==> src/rtl/router_read_scheduler.sv <==
// Round-robin drain of the three router FIFOs into one framed byte stream (sop/eop/port, pre-ready pacing).
// Optional running-parity check of each packet, enabled by defining ROUTER_RDSCHED_PARITY_CHECK_EN.
module router_read_scheduler #(
    parameter int LEN_W       = 6,
    parameter int STALL_LIMIT = 16
) (
    input  logic       clk,
    input  logic       resetn,
    input  logic       empty_0,
    input  logic       empty_1,
    input  logic       empty_2,
    input  logic       soft_reset_0,
    input  logic       soft_reset_1,
    input  logic       soft_reset_2,
    input  logic [7:0] data_out_0,
    input  logic [7:0] data_out_1,
    input  logic [7:0] data_out_2,
    output logic       read_enb_0,
    output logic       read_enb_1,
    output logic       read_enb_2,
    input  logic       out_ready,
    output logic [7:0] out_data,
    output logic       out_valid,
    output logic       out_sop,
    output logic       out_eop,
    output logic [1:0] out_port,
    output logic       rd_busy,
    output logic       abort,
    output logic       parity_err
);

    localparam int CNT_W   = LEN_W + 1;
    localparam int STALL_W = 8;
    localparam logic [CNT_W-1:0]   CNT_ONE   = {{(CNT_W-1){1'b0}}, 1'b1};
    localparam logic [STALL_W-1:0] STALL_ONE = {{(STALL_W-1){1'b0}}, 1'b1};
    localparam logic [STALL_W-1:0] STALL_MAX = STALL_W'(STALL_LIMIT - 32'd1);

    typedef enum logic [2:0] {
        S_IDLE  = 3'd0,
        S_HDR   = 3'd1,
        S_HWAIT = 3'd2,
        S_BODY  = 3'd3,
        S_TAIL  = 3'd4
    } state_e;

    function automatic logic [1:0] rr_next(input logic [1:0] idx);
        return (idx == 2'd2) ? 2'd0 : idx + 2'd1;
    endfunction

    state_e             state_q, state_d;
    logic [1:0]         port_q, port_d;
    logic [1:0]         last_q, last_d;
    logic [CNT_W-1:0]   rem_q, rem_d;
    logic [STALL_W-1:0] stall_q, stall_d;
    logic               pend_q, pend_d;

    logic [2:0] empty_v_s;
    logic [1:0] cand1_s, cand2_s, cand3_s;
    logic       g_empty_s, g_srst_s;
    logic [7:0] g_data_s;
    logic       rd_s, abort_s, valid_s, sop_s, eop_s, perr_s;

    assign empty_v_s = {empty_2, empty_1, empty_0};
    assign cand1_s   = rr_next(last_q);
    assign cand2_s   = rr_next(cand1_s);
    assign cand3_s   = rr_next(cand2_s);

    // Route the granted FIFO's flags and data
    always_comb begin
        g_empty_s = 1'b1;
        g_srst_s  = 1'b0;
        g_data_s  = 8'h00;
        case (port_q)
            2'd0: begin g_empty_s = empty_0; g_srst_s = soft_reset_0; g_data_s = data_out_0; end
            2'd1: begin g_empty_s = empty_1; g_srst_s = soft_reset_1; g_data_s = data_out_1; end
            2'd2: begin g_empty_s = empty_2; g_srst_s = soft_reset_2; g_data_s = data_out_2; end
            default: begin g_empty_s = 1'b1; g_srst_s = 1'b0; g_data_s = 8'h00; end
        endcase
    end

    // State and datapath registers
    always_ff @(posedge clk or negedge resetn) begin
        if (!resetn) begin
            state_q <= S_IDLE;
            port_q  <= 2'd0;
            last_q  <= 2'd2;
            rem_q   <= '0;
            stall_q <= '0;
            pend_q  <= 1'b0;
        end else begin
            state_q <= state_d;
            port_q  <= port_d;
            last_q  <= last_d;
            rem_q   <= rem_d;
            stall_q <= stall_d;
            pend_q  <= pend_d;
        end
    end

    // Next-state logic; pend tracks that a byte returns next cycle
    always_comb begin
        state_d = state_q;
        port_d  = port_q;
        last_d  = last_q;
        rem_d   = rem_q;
        stall_d = stall_q;
        pend_d  = rd_s;
        case (state_q)
            S_IDLE: begin
                rem_d   = '0;
                stall_d = '0;
                if (!empty_v_s[cand1_s]) begin
                    port_d = cand1_s; state_d = S_HDR;
                end else if (!empty_v_s[cand2_s]) begin
                    port_d = cand2_s; state_d = S_HDR;
                end else if (!empty_v_s[cand3_s]) begin
                    port_d = cand3_s; state_d = S_HDR;
                end else begin
                    state_d = S_IDLE;
                end
            end
            S_HDR: begin
                if (abort_s) begin
                    state_d = S_IDLE; last_d = port_q;
                end else if (rd_s) begin
                    state_d = S_HWAIT;
                end else begin
                    state_d = S_HDR;
                end
            end
            S_HWAIT: begin
                if (abort_s) begin
                    state_d = S_IDLE; last_d = port_q;
                end else begin
                    rem_d   = {{(CNT_W-LEN_W){1'b0}}, g_data_s[2 +: LEN_W]} + CNT_ONE;
                    state_d = S_BODY;
                end
            end
            S_BODY: begin
                if (abort_s) begin
                    state_d = S_IDLE; last_d = port_q;
                end else if (rd_s) begin
                    rem_d   = rem_q - CNT_ONE;
                    stall_d = '0;
                    state_d = (rem_q == CNT_ONE) ? S_TAIL : S_BODY;
                end else if (g_empty_s && (rem_q != '0)) begin
                    stall_d = stall_q + STALL_ONE;
                end else begin
                    stall_d = stall_q;
                end
            end
            S_TAIL: begin
                state_d = S_IDLE;
                last_d  = port_q;
            end
            default: state_d = S_IDLE;
        endcase
    end

    // Read strobes, framing and abort decisions
    always_comb begin
        rd_s    = 1'b0;
        abort_s = 1'b0;
        valid_s = 1'b0;
        sop_s   = 1'b0;
        eop_s   = 1'b0;
        case (state_q)
            S_IDLE: rd_s = 1'b0;
            S_HDR: begin
                if (g_srst_s) abort_s = 1'b1;
                else          rd_s    = out_ready && !g_empty_s;
            end
            S_HWAIT: begin
                if (g_srst_s) begin
                    abort_s = 1'b1;
                end else begin
                    valid_s = pend_q;
                    sop_s   = pend_q;
                end
            end
            S_BODY: begin
                if (g_srst_s) begin
                    abort_s = 1'b1;
                end else begin
                    valid_s = pend_q;
                    if (g_empty_s && (rem_q != '0)) abort_s = (stall_q >= STALL_MAX);
                    else                            rd_s    = out_ready && !g_empty_s && (rem_q != '0);
                end
            end
            S_TAIL: begin
                if (g_srst_s) begin
                    abort_s = 1'b1;
                end else begin
                    valid_s = pend_q;
                    eop_s   = pend_q;
                end
            end
            default: abort_s = 1'b0;
        endcase
    end

`ifdef ROUTER_RDSCHED_PARITY_CHECK_EN
    logic [7:0] xor_q, xor_d;

    // Running XOR over header and payload; the eop byte is compared, not folded in
    always_comb begin
        xor_d = xor_q;
        if (state_q == S_IDLE)      xor_d = 8'h00;
        else if (valid_s && !eop_s) xor_d = xor_q ^ g_data_s;
        else                        xor_d = xor_q;
    end

    // Parity accumulator register
    always_ff @(posedge clk or negedge resetn) begin
        if (!resetn) xor_q <= 8'h00;
        else         xor_q <= xor_d;
    end

    assign perr_s = eop_s && (g_data_s != xor_q);
`else
    assign perr_s = 1'b0;
`endif

    assign read_enb_0 = rd_s && (port_q == 2'd0);
    assign read_enb_1 = rd_s && (port_q == 2'd1);
    assign read_enb_2 = rd_s && (port_q == 2'd2);
    assign out_data   = valid_s ? g_data_s : 8'h00;
    assign out_valid  = valid_s;
    assign out_sop    = sop_s;
    assign out_eop    = eop_s;
    assign out_port   = port_q;
    assign rd_busy    = (state_q != S_IDLE);
    assign abort      = abort_s;
    assign parity_err = perr_s;

endmodule

==> config.mk <==
export PLATFORM = sky130hd
export DESIGN_NAME = router_read_scheduler
export DESIGN_NICKNAME = d
export VERILOG_FILES = /design/src/rtl/router_read_scheduler.sv
export SDC_FILE = /design/constraint.sdc
export NUM_CORES = 1
export LEC_CHECK = 0
export ABC_CLOCK_PERIOD_IN_PS = 4790
export CORE_AREA = 2 2 63 65
export CTS_BUF_LIST = sky130_fd_sc_hd__clkbuf_16
export DETAILED_ROUTE_END_ITERATION = 6
export DIE_AREA = 0 0 65 67
export GPL_ROUTABILITY_DRIVEN = 0
export MAX_ROUTING_LAYER = met4
export PLACE_DENSITY = 0.84
export SYNTH_ARGS = -nofsm -noshare
export SYNTH_HDL_FRONTEND = slang
export SYNTH_SLANG_ARGS = --single-unit
export TNS_END_PERCENT = 50
==> constraint.sdc <==
create_clock -name clk -period 4.79 [get_ports clk]
set_input_delay 0.479 -clock clk [delete_from_list [all_inputs] [get_ports clk]]
set_output_delay 0.479 -clock clk [all_outputs]
set_load 0.02 [all_outputs]
==> results.cfg, run 1 <==
[outcome]
status = finished, final reports clean

[worst_setup_path]
startpoint_type = flip-flop
critPathMaxFanout = 18
worstReg2RegStart = out_port[1]
worst_path_max_delay_cell = dfrtp_1
crit_start = out_port[1]
critPathArrivalTime_ns = 2.96
worstSetupEndpointType = output pin
r2r_cells = 6
max_stage_delay_ns = 0.82
critPathRequiredTime_ns = 4.31
crit_chain = nor2b_1, a2bb2oi_2, nand4_1, nor3b_1, clkdlybuf4s50_1
criticalPathCategory = reg -> out

[floorplanning]
rows = 22
dieArea_um2 = 4360
initial_core_util_pct = 49.3
die_w_um = 65
num_io_pins = 52
die_y_um = 67
core_um2 = 3610

[pwr]
power_density_nw_per_um2 = 522
power_w = 0.00123
leakagePower_nw = 0.970
irDropWorstVdd_mv = 0.232

[synthesis]
synth_cells = 208
synth_warnings = 0
ys_seq_elements = 23
ys_top_cells_by_count = dfrtp_1, nor2_1, nand2_1, a21oi_1, inv_1
synth_area_um2 = 1780
async_flop_share_pct = 100
synth_most_common_cell = dfrtp_1
yosys.area.top_type_share_pct = 30.9
syn_avg_cell_area_um2 = 8.55
ys_dominant_reg_cell = dfrtp_1
synth-edff-count = 0
synth_fp_nets = 245
synth_top_area_cell = dfrtp_1
seq_area_frac_synth_pct = 32.4
synthTopCellsByArea = dfrtp_1, mux2i_1, nor2_1
yosysUniqueCellTypes = 57

[finish]
drive_gt1_share_pct = 7.63
area_growth_pct = 32.0
antenna_cells = 0
postLayoutCellArea_um2 = 2350
multi_input_area_um2 = 1080
nNetsFinal = 287
seqCellArea_um2 = 577
nFillCells = 288

[clocking]
clkSlewWorstSetupHoldPaths_ns = 0.06
cts_made_buffers = 3
clockBufferDepth = 2
cts_tree = yes
clk_latency_ns = 0.26
cts_hold_buf = 0
cts-resized-gates = 0
htreeDepth = 1
cts_sinks = 23
clock-root-buffer = clkbuf_16
post_cts_buffers = 0

[sta]
period_needed_ns = 3.44
rsz0062_at_grt = false
slew_violations = 0
finalHoldViolations = 0
tightest_slew_ns = 1.05
slew_headroom_pct = 29.7
finalHoldWorstSlack_ns = 0.521
fin_skew_ns = 0.00424
period_share_pct = 71.8
setup_viol = 0
max_freq_mhz = 291
tns_ns = 0

[global_route]
grt_pass1_vias = 1604
antenna_found_initial = 0
grt_overflow = 0
globalRouteTotalUtil_pct = 23.8
grt_first_pass_wirelength_um = 7650
grt_max_degree = 24

[flow_run]
max-cap-violations = 0

[min_path]
hold_depth = 1
hold_start = stall_q[7]
hold_path.class = reg -> reg

[detailed_routing]
viasPerCell = 5.90
ant_nets = 0
vias = 1752
firstDrtPassIters = 4
drt_iter0_drc = 121
wl_per_cell_um = 15.9
drc = 0
drt_wl_total_um = 4730

[place]
placed_area_um2 = 2270
dp.final_hpwl_um = 3520
io_buffers = 50
worst max-delay path, delay by kind of cell (launching register included):
family	cells	cell delay (ns)
and+or+nand+nor	3	0.89
buffers and inverters	1	0.64
AOI/OAI and AO/OA	1	0.35
DFF	1	0.82
logic make-up (layout without fill, tap and decap cells):
kind of cell	count (synthesis)	after routing	synth area share, %
DFF	23	23	32.4
AOI/OAI and AO/OA	64	64	26.4
adders and majority gates	4	4	2.81
muxes	13	13	7.81
xor gates and xnor gates	3	3	1.48
other	1	1	0.211
and+or+nand+nor	75	75	22.2
buffers and inverters	25	66	6.68
where the power goes:
part / total, W / switching, W / internal [W]
combinational: 0.000691 / 0.000385 / 0.000306
clock: 0.000184 / 0.0000710 / 0.000113
sequential: 0.000351 / 0.000106 / 0.000245
cell type report:
cell class,count,share of cell area (%)
Clock inverter,1,0.320
Multi-Input combinational cell,160,46.1
Sequential cell,23,24.6
Tap cell,48,2.56
Clock buffer,3,3.20
Inverter,12,1.92
Timing Repair Buffer,50,21.3
cell usage in the layout (no fill, tap or decap), types with 8 or more instances in the layout:
| cell type | synthesis | routed |
|---|---|---|
| o21ai_0 | 9 | 9 |
| nand2_1 | 13 | 13 |
| nor2b_1 | 8 | 8 |
| nor2_1 | 17 | 17 |
| mux2i_1 | 9 | 9 |
| clkdlybuf4s50_1 | 0 | 50 |
| inv_1 | 11 | 11 |
| dfrtp_1 | 22 | 22 |
| a21oi_1 | 11 | 11 |
| nand3_1 | 8 | 8 |
per-layer routing:
metal | routed length (µm) | global-route usage, % | part of all wire, %
met1 | 2060 | 29.4 | 44
met2 | 2190 | 39.2 | 46
met3 | 419 | 4.56 | 8.9
met4 | 59 | 7.98 | 1.2
met5 | 0 | - | 0
state kept, by name (all words and copies together) (netlist names):
name      flops
rem_q         7
out_port      2
state_q       3
pend_q        1
stall_q       8
last_q        2
per-stage QoR:
step / utilization, % / worst slack, ns / std cells
after global routing: 65.1 / 1.09 / 297
after floorplan: - / 2.42 / 208
final: 65.1 / 1.35 / 297
after CTS: 65.1 / 1.36 / 297
after detailed placement: 62.8 / 1.60 / 293
after global placement: 62.8 / 1.68 / 293
worst paths after layout:
check	slack (ns)	to
max in group asynchronous	3.36	state_q[2]
min in group asynchronous	0.79	rem_q[3]
worst min register to register	0.52	stall_q[7]
worst min-delay path	0.52	stall_q[7]
worst max register to register	1.90	rem_q[3]
worst max-delay path	1.35	read_enb_2
No activity file was read; power rests on OpenSTA's default activity.
==> run 2: changes to the inputs <==
==> config.mk (replaced) <==
export PLATFORM = sky130hd
export DESIGN_NAME = router_read_scheduler
export DESIGN_NICKNAME = d
export VERILOG_FILES = /design/src/rtl/router_read_scheduler.sv
export SDC_FILE = /design/constraint.sdc
export NUM_CORES = 1
export LEC_CHECK = 0
export ABC_CLOCK_PERIOD_IN_PS = 3600
export CORE_AREA = 2 2 64 66
export CTS_BUF_LIST = sky130_fd_sc_hd__clkbuf_16
export DETAILED_ROUTE_END_ITERATION = 6
export DIE_AREA = 0 0 66 68
export GPL_ROUTABILITY_DRIVEN = 0
export MAX_ROUTING_LAYER = met4
export PLACE_DENSITY = 0.81
export SYNTH_ARGS = -nofsm -noshare
export SYNTH_HDL_FRONTEND = slang
export SYNTH_SLANG_ARGS = --single-unit
export TNS_END_PERCENT = 50
==> constraint.sdc (replaced) <==
create_clock -name clk -period 3.6 [get_ports clk]
set_input_delay 0.36 -clock clk [delete_from_list [all_inputs] [get_ports clk]]
set_output_delay 0.36 -clock clk [all_outputs]
set_load 0.02 [all_outputs]
==> run 2 against run 1 <==
Sequential power increased by 18%. Core utilization down 3.4 points. Die area is 3.1% higher. Clock power grew 29%. Final cell count increased by 2.0%. Clock skew up 0.00062 ns. Routed wire length decreased by 6.0%. Total power grew 35%. Via count about the same. Register-to-register slack lost 0.96 ns. Combinational power is 45% higher. Count of clock-buffer cells in the layout unchanged.
==> results.cfg, run 2 (synthesis gave the netlist of run 1 again) <==
[detailed_routing]
wl_per_cell_um = 14.7
viasPerCell = 5.79
drt_iter0_drc = 85
ant_nets = 0
vias = 1753
firstDrtPassIters = 4
drc = 0
drt_wl_total_um = 4440

[pwr]
p_seq_share_pct = 25.0
p_clk_share_pct = 14.3
p_int_w = 0.000912
pwr-share-comb_pct = 60.6
p_sw_w = 0.000741
swShare_pct = 44.8
irDropWorstVdd_mv = 0.310
power_density_nw_per_um2 = 695
leakagePower_nw = 0.993

[clocking]
clock-root-buffer = clkbuf_16
cts_hold_buf = 0
clockBufferDepth = 2
cts_sinks = 23
clk_latency_ns = 0.26
cts-resized-gates = 0
cts_made_buffers = 3
post_cts_buffers = 0
cts_tree = yes
htreeDepth = 1
clkSlewWorstSetupHoldPaths_ns = 0.05

[finish]
mostFrequentLayoutCell = clkdlybuf4s50_1
antenna_cells = 0
largest_register_ff_count = 8
area_growth_pct = 33.7
final_cell_mix = clkdlybuf4s50_1, dfrtp_1, nor2_1
regMostFlops = stall_q
postLayoutCoreUtil_pct = 61.7
drive_gt1_share_pct = 9.09
nNetsFinal = 291
reg.largest.list = stall_q (8), rem_q (7), state_q (3)

[global_route]
grtUsageMet2_pct = 34.7
grtUsageMet3_pct = 3.45
busiest_layer = met2
globalRouteTotalUtil_pct = 21.3
grt_pass1_vias = 1544
use_met1_pct = 28.1
antenna_found_initial = 0
grt_max_degree = 24
grt_overflow = 0
grt_first_pass_wirelength_um = 7180

[sta]
setup_viol = 0
finalHoldViolations = 0
slew_violations = 0
tightest_slew_ns = 1.02
max_freq_mhz = 331
period_share_pct = 84.0
fin_skew_ns = 0.00485
tns_ns = 0
slew_headroom_pct = 31.8
rsz0062_at_grt = false
period_needed_ns = 3.03

[place]
io_buffers = 50
dp.final_hpwl_um = 3470

[floorplanning]
dieArea_um2 = 4490
die_w_um = 66
rows = 23
initial_core_util_pct = 46.1
num_io_pins = 52
die_y_um = 68
core_um2 = 3860

[worst_setup_path]
criticalPathCategory = reg -> out
critPathArrivalTime_ns = 2.67
startpoint_type = flip-flop
path_delay_family = simple AND/OR/NAND/NOR gates
critPathMaxFanout = 6
worstSetupEndpointType = output pin
critPathRequiredTime_ns = 3.24
crit_buf_inv = 2
crit_chain = inv_1, ha_1, nor3b_2, a311oi_1, nand4_1, nor3b_1, clkdlybuf4s50_1
max_stage_delay_ns = 0.63
worst_path_max_delay_cell = clkdlybuf4s50_1

[outcome]
status = finished, final reports clean

[min_path]
hold_path.class = reg -> reg

[flow_run]
max-cap-violations = 0
==> run 2: path summary, 6_finish.rpt <==
kind	startpoint	to	slack, ns	cells past startpoint
hold reg to reg	rem_q[6]	rem_q[6]	0.53	1
max in group asynchronous	resetn	state_q[1]	2.32	1
min in group asynchronous	resetn	rem_q[0]	0.66	1
setup reg to reg	rem_q[0]	rem_q[3]	0.94	8
hold / removal	rem_q[6]	rem_q[6]	0.53	1
setup / recovery	rem_q[0]	read_enb_2	0.57	7
==> run 2: layer usage <==
metal,vias up,wire (µm)
met5,-,0
met4,0,58
met3,6,487
met2,83,1960
met1,810,1940
li1,854,-
==> run 2: power groups by stage <==
stage | Sequential, W | Clock [W] | Combinational [W]
after CTS | 0.000412 | 0.000244 | 0.000999
final | 0.000414 | 0.000237 | 0.00100
after global placement | 0.000415 | 0 | 0.000976
after global routing | 0.000426 | 0.000254 | 0.00111
after floorplan | 0.000384 | 0 | 0.000779
after detailed placement | 0.000416 | 0 | 0.000989
==> run 2: cell type report <==
type,instances,area [µm²]
inverters,12,45.0
fillers,350,1480
clock inverters,1,5.00
multi-input cells,160,1080
well taps,50,62.6
repair buffers,54,531
clock buffers,3,75.1
flip-flops and latches,23,577
==> run 2: per-stage QoR <==
stage                     std cells  total power, W  setup slack [ns]  hold WS, ns  area (µm²)
after floorplan                 208         0.00116              1.35       0.0644        1780
after global placement          299         0.00139             0.778        0.491        2300
after detailed placement        299         0.00140             0.716        0.509        2300
after CTS                       303         0.00166             0.591        0.528        2380
after global routing            303         0.00179             0.418        0.561        2380
final                           303         0.00165             0.574        0.532        2380
==> run 3: changes to the inputs <==
--- a/config.mk
+++ b/config.mk
@@ -5,7 +5,7 @@
 export SDC_FILE = /design/constraint.sdc
 export NUM_CORES = 1
 export LEC_CHECK = 0
-export ABC_CLOCK_PERIOD_IN_PS = 3600
+export ABC_CLOCK_PERIOD_IN_PS = 3100
 export CORE_AREA = 2 2 64 66
 export CTS_BUF_LIST = sky130_fd_sc_hd__clkbuf_16
 export DETAILED_ROUTE_END_ITERATION = 6
==> constraint.sdc (replaced) <==
create_clock -name clk -period 3.1 [get_ports clk]
set_input_delay 0.31 -clock clk [delete_from_list [all_inputs] [get_ports clk]]
set_output_delay 0.31 -clock clk [all_outputs]
set_load 0.02 [all_outputs]
==> run 3 against run 2 <==
Sequential share of layout area shrank 0.25 points. Largest power group unchanged. Global-route usage grew 1.2 points. Hold slack lost 0.0037 ns. Critical path type unchanged. Largest cell class unchanged. Highest routed layer unchanged. Register-to-register slack lost 0.53 ns.
==> results.cfg, run 3 (synthesis gave the netlist of run 1 again) <==
[outcome]
status = finished, final reports clean

[global_route]
antenna_found_initial = 0
grt_overflow = 0
grt_max_degree = 24
grt_pass1_vias = 1683
grt_first_pass_wirelength_um = 7660
globalRouteTotalUtil_pct = 22.5

[place]
post-place-ws_ns = 0.264
io_buffers = 50
placed_area_um2 = 2310
dp.final_hpwl_um = 3540

[worst_setup_path]
cp_common_cell = inv_1
criticalPathCategory = reg -> out
critPathRequiredTime_ns = 2.79
crit_chain = inv_1, ha_1, nor3b_4, nand2_1, and3_4, a31oi_1, inv_1, clkdlybuf4s50_1
worst_path_max_delay_cell = clkdlybuf4s50_1
critPathArrivalTime_ns = 2.62
critPathMaxFanout = 5
max_stage_delay_ns = 0.54
worstSetupEndpointType = output pin
startpoint_type = flip-flop

[sta]
finalHoldViolations = 0
slew_violations = 0
tightest_slew_ns = 1.04
setup_viol = 0
fin_skew_ns = 0.00794
finalHoldWorstSlack_ns = 0.528
period_needed_ns = 2.93
tns_ns = 0
postLayoutSetupSlackWorst_ns = 0.168
slew_headroom_pct = 30.4
max_freq_mhz = 341
period_share_pct = 94.6

[finish]
reg.largest.list = stall_q (8), rem_q (7), state_q (3)
nNetsFinal = 294
multi_input_area_um2 = 1090
final_cell_mix = clkdlybuf4s50_1, dfrtp_1, nor2_1
seqCellArea_um2 = 578
drive_gt1_share_pct = 10.5
antenna_cells = 0
nFillCells = 349
regMostFlops = stall_q
postLayoutCellArea_um2 = 2410
mostFrequentLayoutCell = clkdlybuf4s50_1
area_growth_pct = 35.4
largest_register_ff_count = 8

[flow_run]
max-cap-violations = 0

[clocking]
clockBufferDepth = 2
htreeDepth = 1
clkSlewWorstSetupHoldPaths_ns = 0.05
cts_made_buffers = 3
cts_sinks = 23
clock-root-buffer = clkbuf_16
cts_hold_buf = 0
cts_tree = yes
clk_latency_ns = 0.26

[detailed_routing]
drt_iter0_drc = 91
wl_per_cell_um = 15.8
drc = 0
drt_wl_total_um = 4830
firstDrtPassIters = 4
ant_nets = 0
vias = 1740
viasPerCell = 5.69

[floorplanning]
die_y_um = 68
core_um2 = 3860
initial_core_util_pct = 46.1
rows = 23
num_io_pins = 52
dieArea_um2 = 4490
die_w_um = 66

[min_path]
hold_path.class = reg -> reg

[pwr]
power_w = 0.00197
irDropWorstVdd_mv = 0.583
leakagePower_nw = 1.01
power_density_nw_per_um2 = 818
run 3: changes by cell type in the layout (fill, tap and decap cells not counted):
cell / previous run / this run
buf_4: 4 / 7
dfrtp_1: 22 / 21
dfrtp_2: 0 / 1
nor3b_2: 1 / 0
nor3b_4: 0 / 1
run 3: final timing paths:
check | start | endpoint | slack, ns | cells past startpoint
min reg2reg | stall_q[7] | stall_q[7] | 0.53 | 1
max in group asynchronous | resetn | out_port[1] | 1.78 | 1
min | stall_q[7] | stall_q[7] | 0.53 | 1
max reg2reg | rem_q[0] | rem_q[6] | 0.41 | 8
max | rem_q[0] | abort | 0.17 | 8
min in group asynchronous | resetn | stall_q[5] | 0.62 | 1
run 3: layout make-up:
| class | count | share of cell area [%] |
|---|---|---|
| Timing Repair Buffer | 57 | 23.0 |
| Multi-Input combinational cell | 160 | 45.2 |
| Tap cell | 50 | 2.60 |
| Clock buffer | 3 | 3.12 |
| Sequential cell | 23 | 24.0 |
| Inverter | 12 | 1.87 |
| Clock inverter | 1 | 0.208 |
run 3: critical path: cells and delay by family (launching register included):
kind,cells,cell delay [ns]
buf+inv,3,0.70
flops,1,0.41
compound gates,1,0.26
simple gates,3,0.76
fa+ha+maj,1,0.23
run 3: power breakdown:
| part | internal [W] | switching [W] |
|---|---|---|
| combinational | 0.000524 | 0.000660 |
| sequential | 0.000382 | 0.000129 |
| clock | 0.000173 | 0.000103 |
| total | 0.00108 | 0.000892 |
run 3: layer usage:
| metal | vias up | share of wire [%] | track usage (%) | wire [µm] |
|---|---|---|---|---|
| met1 | 805 | 44 | 28.3 | 2110 |
| met2 | 77 | 46 | 36.0 | 2230 |
| met4 | 0 | 0.60 | 6.89 | 29 |
| li1 | 854 | - | - | - |
| met5 | - | 0 | - | 0 |
| met3 | 4 | 9.6 | 5.76 | 465 |
run 3: repair_timing:
action | in CTS | in global routing
resized for setup | 0 | 2
buffers inserted | 0 | 2
endpoints found under the setup margin | 0 | 8
run 3: metrics by stage:
step | utilization, % | std cells
after CTS | 61.9 | 304
after floorplan | - | 208
after global routing | 62.5 | 306
after global placement | 59.8 | 300
after detailed placement | 59.8 | 300
final | 62.5 | 306
